$ cat config.mk
export PLATFORM = sky130hd
export DESIGN_NAME = hazard_unit
export DESIGN_NICKNAME = d
export VERILOG_FILES = /design/src/rtl/core_pkg.sv /design/src/rtl/sat_counter.sv /design/src/rtl/hazard_unit.sv
export SDC_FILE = /design/constraint.sdc
export NUM_CORES = 1
export LEC_CHECK = 0
export BUFFER_PORTS_ARGS = -buffer_cell sky130_fd_sc_hd__buf_4
export CORE_MARGIN = 5
export CORE_UTILIZATION = 50
export DETAILED_ROUTE_END_ITERATION = 12
export HOLD_SLACK_MARGIN = 0.06
export PLACE_DENSITY = 0.82
export SLEW_MARGIN = 20
export SYNTH_ARGS = -nofsm -noshare
export SYNTH_HDL_FRONTEND = slang
export SYNTH_HIERARCHICAL = 1
export SYNTH_SLANG_ARGS = --single-unit
$ cat constraint.sdc
create_clock -name clk -period 3.65 [get_ports clk]
set_input_delay 0.365 -clock clk [delete_from_list [all_inputs] [get_ports clk]]
set_output_delay 0.365 -clock clk [all_outputs]
set_load 0.005 [all_outputs]
$ cat src/rtl/core_pkg.sv
// Shared definitions for the core pipeline control: the FSM state encoding and
// register-file constants.
package core_pkg;
  localparam int REG_W = 5;
  localparam logic [REG_W-1:0] REG_X0 = 5'd0;

  typedef enum logic {
    RUN  = 1'b0,
    LONG = 1'b1
  } state_t;
endpackage

$ cat src/rtl/sat_counter.sv
// Up-counter that sticks at all-ones instead of wrapping. It is cleared by a
// synchronous reset.
module sat_counter #(
  parameter int W = 32
) (
  input  logic         clk,
  input  logic         reset,
  input  logic         inc,
  output logic [W-1:0] value
);
  logic [W-1:0] r_value;

  always_ff @(posedge clk) begin
    if (reset)
      r_value <= '0;
    else if (inc && (r_value != {W{1'b1}}))
      r_value <= r_value + W'(1);
  end

  assign value = r_value;
endmodule

$ cat src/rtl/hazard_unit.sv
// Pipeline control for the 5-stage core. It handles load-use stalls, branch
// redirect flushes and multi-cycle EX sequencing, and it keeps stall and flush
// performance counters.
module hazard_unit
  import core_pkg::*;
#(
  parameter int LONG_LAT = 4,
  parameter int CNT_W    = 32
) (
  input  logic             clk,
  input  logic             reset,
  input  logic             id_valid,
  input  logic [REG_W-1:0] id_rs1,
  input  logic [REG_W-1:0] id_rs2,
  input  logic             id_use_rs1,
  input  logic             id_use_rs2,
  input  logic             id_long_op,
  input  logic             ex_valid,
  input  logic [REG_W-1:0] ex_rd,
  input  logic             ex_mem_read,
  input  logic             ex_branch_taken,
  output logic             pc_write,
  output logic             ifid_write,
  output logic             ifid_flush,
  output logic             idex_flush,
  output logic             ex_hold,
  output logic [CNT_W-1:0] perf_stall,
  output logic [CNT_W-1:0] perf_flush
);
  localparam int LW = (LONG_LAT > 2) ? $clog2(LONG_LAT) : 1;
  localparam logic [LW-1:0] CNT_LOAD = LW'(LONG_LAT - 2);

  state_t        r_state;
  logic [LW-1:0] r_cnt;

  logic w_redirect, w_match, w_load_use, w_long_req;
  logic w_pc_write, w_ifid_write, w_ifid_flush, w_idex_flush, w_ex_hold;

  assign w_redirect = ex_valid & ex_branch_taken;
  assign w_match    = (id_use_rs1 & (id_rs1 == ex_rd)) | (id_use_rs2 & (id_rs2 == ex_rd));
  assign w_load_use = ex_valid & ex_mem_read & (ex_rd != REG_X0) & id_valid & w_match;
  assign w_long_req = id_valid & id_long_op;

  always_comb begin
    w_pc_write   = 1'b1;
    w_ifid_write = 1'b1;
    w_ifid_flush = 1'b0;
    w_idex_flush = 1'b0;
    w_ex_hold    = 1'b0;
    if (reset) begin
      w_pc_write   = 1'b0;
      w_ifid_write = 1'b0;
      w_ifid_flush = 1'b1;
      w_idex_flush = 1'b1;
    end else if (r_state == LONG) begin
      w_pc_write   = 1'b0;
      w_ifid_write = 1'b0;
      w_ex_hold    = 1'b1;
    end else if (w_redirect) begin
      w_ifid_flush = 1'b1;
      w_idex_flush = 1'b1;
    end else if (w_load_use) begin
      w_pc_write   = 1'b0;
      w_ifid_write = 1'b0;
      w_idex_flush = 1'b1;
    end
  end

  // A long op entering EX on the final LONG cycle reloads the counter directly.
  // This keeps ex_hold continuous across back-to-back ops.
  always_ff @(posedge clk) begin
    if (reset) begin
      r_state <= RUN;
      r_cnt   <= '0;
    end else begin
      case (r_state)
        RUN: begin
          if (!w_redirect && !w_load_use && w_long_req) begin
            r_state <= LONG;
            r_cnt   <= CNT_LOAD;
          end
        end
        LONG: begin
          if (r_cnt == '0) begin
            if (w_long_req) r_cnt <= CNT_LOAD;
            else            r_state <= RUN;
          end else begin
            r_cnt <= r_cnt - LW'(1);
          end
        end
        default: r_state <= RUN;
      endcase
    end
  end

  assign pc_write   = w_pc_write;
  assign ifid_write = w_ifid_write;
  assign ifid_flush = w_ifid_flush;
  assign idex_flush = w_idex_flush;
  assign ex_hold    = w_ex_hold;

  sat_counter #(.W(CNT_W)) u_stall_cnt (
    .clk   (clk),
    .reset (reset),
    .inc   (~w_pc_write),
    .value (perf_stall)
  );

  sat_counter #(.W(CNT_W)) u_flush_cnt (
    .clk   (clk),
    .reset (reset),
    .inc   (w_ifid_flush),
    .value (perf_flush)
  );
endmodule

=== Word-level counts from Yosys, hierarchy flattened ===
Index checks and enable logic that the tools add are counted.

* Register bits: 67
* Output and inout bits: 69

* Bitwise logic cells: 11
* Add/subtract/negate cells: 3
* Multiplexer cells: 21
* Equal/unequal tests: 6
* Reductions and logical operators: 9

{| class="wikitable"
|+ Operator list
! operator !! number
|-
| 32-bit by 1-bit adder with 32-bit output, second input constant || 2
|-
| 32-bit != test, second input constant || 2
|-
| 1-bit two-way mux || 16
|-
| 5-bit equality test || 2
|-
| 1-bit AND || 8
|-
| 2-bit two-way mux || 3
|-
| 5-bit nonzero test || 1
|-
| 1-bit logical AND || 4
|-
| 2-bit one-hot mux with 2 select lines || 1
|-
| 3-bit != test, second input constant || 1
|-
| 1-bit logical NOT || 2
|-
| 2-bit logical NOT || 1
|-
| 2-bit != test, second input constant || 1
|-
| 1-bit inverter || 2
|-
| 1-bit one-hot mux with 2 select lines || 1
|-
| 2-bit AND reduction || 1
|-
| 2-bit by 1-bit subtractor with 2-bit output, second input constant || 1
|-
| 1-bit OR || 1
|}

=== Depth between registers and ports, before layout ===
* Depth after elaboration: 10
* Gate-level depth with buffers: 9
* Gate-level depth less buffers: 9

=== Cells and area by module ===
The synthesis kept the hierarchy.

{| class="wikitable"
|+ Modules (own cells, without submodules)
! module !! times used !! sequential area each (um^2) !! area each (um^2) !! cells each
|-
| sat_counter || 2 || 640.6 || 1674.1 || 199
|-
| hazard_unit || 1 || 60.1 || 407.9 || 51
|}

=== Least setup slack after synthesis ===
Ideal clock, no wire load.

* Kind: input to register
* From: input ex_rd[1]
* To: register u_stall_cnt.r_value[31], in the netlist u_stall_cnt/value[31]
* Path buffers: 0
* Setup time: 0.121 ns
* Stages on the path: 9
* Arrival time: 2.626 ns
* Setup slack: 0.903 ns
* Cells stage by stage: xnor2_1 > nand4_1 > o22ai_2 > a311o_1 > nand4_1 > nor4_2 > nand4_1 > nor4_1 > mux2_2

* Longest elaborated chain between the ends: 10
* Elaborated cells between the ends (all ways): 15

{| class="wikitable"
|+ Ends and longest elaborated chain
! what !! RTL line !! text
|-
| start: declaration || hazard_unit.sv:19 || <nowiki>input logic [REG_W-1:0] ex_rd,</nowiki>
|-
| 5-bit equality test or 5-bit nonzero test (tied branches) || hazard_unit.sv:40, hazard_unit.sv:41 ||
|-
| 1-bit AND, on equally long branches || hazard_unit.sv:40, hazard_unit.sv:41 ||
|-
| 1-bit OR or 1-bit AND (tied branches) || hazard_unit.sv:40, hazard_unit.sv:41 ||
|-
| 1-bit AND * || hazard_unit.sv:41 || <nowiki>assign w_load_use = ex_valid & ex_mem_read & (ex_rd != REG_X0) & id_valid & w_match;</nowiki>
|-
| 1-bit two-way mux * || hazard_unit.sv:62 || <nowiki>end else if (w_load_use) begin</nowiki>
|-
| 1-bit two-way mux * || hazard_unit.sv:59 || <nowiki>end else if (w_redirect) begin</nowiki>
|-
| 1-bit two-way mux * || hazard_unit.sv:55 || <nowiki>end else if (r_state == LONG) begin</nowiki>
|-
| 1-bit two-way mux * || hazard_unit.sv:50 || <nowiki>if (reset) begin</nowiki>
|-
| 1-bit inverter * || hazard_unit.sv:105 || <nowiki>.inc (~w_pc_write),</nowiki>
|-
| 1-bit logical AND * || sat_counter.sv:16 || <nowiki>else if (inc && (r_value != {W{1'b1}}))</nowiki>
|-
| end signal: assignment || sat_counter.sv:17 || <nowiki>r_value <= r_value + W'(1);</nowiki>
|-
| end: declaration || sat_counter.sv:11 || <nowiki>logic [W-1:0] r_value;</nowiki>
|}

Mark *: on every way between the ends. The rest lies on a longest branch, timed or not.
A chain may end at the register's enable or synchronous reset.

=== Final worst setup path ===
Same ends and word-level chain as after synthesis.

==> results.sh <==
export IMPL_cts_sinks=67
export IMPL_syn2layout_area_growth_pct=26.7
export IMPL_grt_pass1_wl_mm=16.9
export IMPL_synth_yosys_warnings=6
export IMPL_hp_class="in2reg"
export IMPL_placedInstanceArea_um2=4540
export IMPL_synth_top_flop_cell="dfxtp_1"
export IMPL_layout_cells_non_filler=640
export IMPL_synth_async_reset_ratio_pct=0
export IMPL_cts_hold_buffers=0
export IMPL_period_share_pct=77.4
export IMPL_critPathRequiredTime_ns=3.87
export IMPL_grt_pass1_vias=3751
export IMPL_drv_slew=0
export IMPL_crit_path_start_kind="input pin"
export IMPL_p_leak_uw=0.00167
export IMPL_syn_area_um2=3760
export IMPL_grt_remaining_overflow=0
export IMPL_max_slew_margin_pct=53.6
export IMPL_synth_seq_cells=67
export IMPL_cp_max_fo=6
export IMPL_drc=0
export IMPL_cts_tree="done"
export IMPL_place_hpwl_mm=7.30
export IMPL_num_vias=3941
export IMPL_coreArea_um2=7290
export IMPL_routedWlPerCell_um=15.5
export IMPL_power_density_nw_per_um2=326
export IMPL_whs_path_depth=2
export IMPL_track_usage_pct=20.6
export IMPL_synth_edff_count=0
export IMPL_worstPathArrival_ns=3.05
export IMPL_clock_latency_ns=0.34
export IMPL_ctsResizeCount=0
export IMPL_irDropWorstVdd_mv=0.253
export IMPL_worst_r2r_cell_count=7
export IMPL_grt_max_degree=57
export IMPL_setup_tns_final_ns=0
export IMPL_dp_cells=624
export IMPL_crit_type="in2reg"
export IMPL_initial_core_util_pct=51.5
export IMPL_clk_path_buf_depth=2
export IMPL_setup_viol=0
export IMPL_outcome="completed"
export IMPL_vias_per_cell=6.16
export IMPL_antenna_found_initial=0
export IMPL_final_area_um2=4760
export IMPL_fmax_mhz=354
export IMPL_drtIter0Drc=203
export IMPL_n_antenna_cell=0
export IMPL_post_cts_buffers=0
export IMPL_synthCells=449
export IMPL_io_pins=93
export IMPL_die_area_um2=9350
export IMPL_clkTransAtPathRegs_ns=0.08
export IMPL_die_h_um=96.7
export IMPL_worst_pin_slew_ns=0.691
export IMPL_drt_pass1_iterations=5
export IMPL_gp_congestion=0.815
export IMPL_hold_viol=0
export IMPL_rsz0062_at_grt="false"
export IMPL_period_minus_slack_ns=2.83
export IMPL_portBuffers=92
export IMPL_cts_root_buffer="clkbuf_8"
export IMPL_layout_drive_gt1_share_pct=25.7
export IMPL_ant_nets=0
export IMPL_ys_seq_area_share_pct=35.7
export IMPL_h_tree_depth=3
export IMPL_drv_cap=0
export IMPL_syn_nets=477
export IMPL_clock_skew_ns=0.0147
export IMPL_synth_avg_cell_area_um2=8.37
export IMPL_wirelength_mm=9.94
export IMPL_fin_nets=564
export IMPL_synthDistinctLibCells=51
export IMPL_numCtsBuffers=9
export IMPL_end_kind="register"
export IMPL_rows=31
export IMPL_die_x_um=96.7
==> synth_stat cells, types with 2 or more instances <==
library cell  instances  area [µm²]
a2111oi_0             4        35.0
a211oi_1              2        15.0
a21o_1                2        15.0
a21oi_1              46         230
a31o_2                3        26.3
a31oi_1               2        12.5
and2_1                3        18.8
and3_1                7        43.8
and3_4                3        33.8
and4_1                8        70.1
buf_2                 7        35.0
clkbuf_1             16        60.1
dfxtp_1              67        1340
ha_1                  4        50.1
inv_1                 8        30.0
mux2_1                2        22.5
mux2_2                2        22.5
mux2i_1               2        20.0
nand2_1              25        93.8
nand2b_1              2        12.5
nand3_1              27         135
nand3_2               2        20.0
nand4_1              23         144
nor2_1               30         113
nor2b_1               4        25.0
nor3_1                5        25.0
nor3b_1               4        30.0
nor4_1                8        50.1
nor4_2                2        25.0
o21ai_0              17        85.1
o31ai_1              24         180
o41ai_4               2        55.1
or2_2                 2        12.5
or3_1                20         125
or3_4                 2        22.5
or3b_1                2        17.5
or4_1                24         180
xnor2_1              22         193
xor2_1                2        17.5
==> cell type report <==
type	count	area, µm²
inverter	8	30.0
fill	630	2530
sequential	67	1340
clock buffer	10	128
tap	99	124
clock inverter	6	90.1
timing repair buffer	100	751
multi-input combinational	350	2290
==> power by group <==
part | leakage, µW | total [µW] | switching, µW | internal, µW
sequential | 0.000541 | 751 | 11.5 | 739
clock | 0.000106 | 682 | 296 | 386
combinational | 0.00102 | 116 | 56.9 | 58.7
total | 0.00167 | 1550 | 365 | 1180
==> worst max-delay path, stage by stage <==
cell and delay, ns:
buf_4 0.13, xnor2_1 0.16, nand4_1 0.14, o22ai_2 0.32
a311o_1 0.34, nand4_1 0.22, nor4_2 0.54, nand4_1 0.17
nor4_1 0.30, mux2_2 0.38
==> kinds of logic after synthesis <==
group	count (synthesis)	synth area share [%]
compound gates	112	20.0
flops	67	35.7
fa+ha+maj	4	1.33
buf+inv	32	3.53
mux	6	1.73
xor+xnor	24	5.60
simple gates	204	32.1
==> registers in the layout (all words and copies together), names as in the netlist <==
| register | cells |
|---|---|
| u_flush_cnt/value | 32 |
| u_stall_cnt/value | 32 |
| r_cnt | 2 |
| r_state | 1 |
==> placed cells by master, fill, tap and decap left out, types with 3 or more instances in the layout <==
| cell type | synthesis | routed |
|---|---|---|
| xnor2_1 | 22 | 22 |
| a31o_2 | 3 | 3 |
| nor2_1 | 30 | 30 |
| nor3b_1 | 4 | 4 |
| o21ai_0 | 17 | 17 |
| and3_1 | 7 | 7 |
| o31ai_1 | 24 | 24 |
| a2111oi_0 | 4 | 4 |
| nand4_1 | 23 | 23 |
| and3_4 | 3 | 3 |
| nand3_1 | 27 | 27 |
| or3_1 | 20 | 20 |
| nand2_1 | 25 | 25 |
| and2_1 | 3 | 3 |
| nor3_1 | 5 | 5 |
| inv_1 | 8 | 8 |
| nor4_1 | 8 | 6 |
| nor2b_1 | 4 | 4 |
| buf_4 | 1 | 100 |
| ha_1 | 4 | 4 |
| nor4_2 | 2 | 4 |
| a21oi_1 | 46 | 46 |
| dfxtp_1 | 67 | 67 |
| clkbuf_8 | 0 | 9 |
| or4_1 | 24 | 24 |
| and4_1 | 8 | 8 |
==> per-stage QoR <==
stage	power [µW]	utilization (%)	hold slack [ns]	setup slack, ns
2_1_floorplan	829	-	0.481	0.903
3_3_place_gp	878	62.3	0.480	0.662
3_5_place_dp	883	62.3	0.496	0.504
4_1_cts	1560	65.3	0.332	0.859
5_1_grt	1610	65.3	0.331	0.513
6_report	1550	65.3	0.340	0.823
==> path summary, 6_finish.rpt <==
path / from / slack (ns) / end
worst max-delay path: ex_rd[1] / 0.82 / u_stall_cnt/value[31]
worst min-delay path: reset / 0.34 / u_flush_cnt/value[6]
worst max register to register: r_state / 1.14 / u_flush_cnt/value[31]
worst min register to register: u_stall_cnt/value[15] / 0.51 / u_stall_cnt/value[15]
==> routing by layer <==
layer,vias up,share of wire (%),track usage [%]
met5,-,0,0
met1,1872,44,25.7
li1,1904,-,-
met3,23,5.6,4.96
met2,142,49,34.5
met4,0,1.6,7.78
Power figures use the tool's default switching activity.
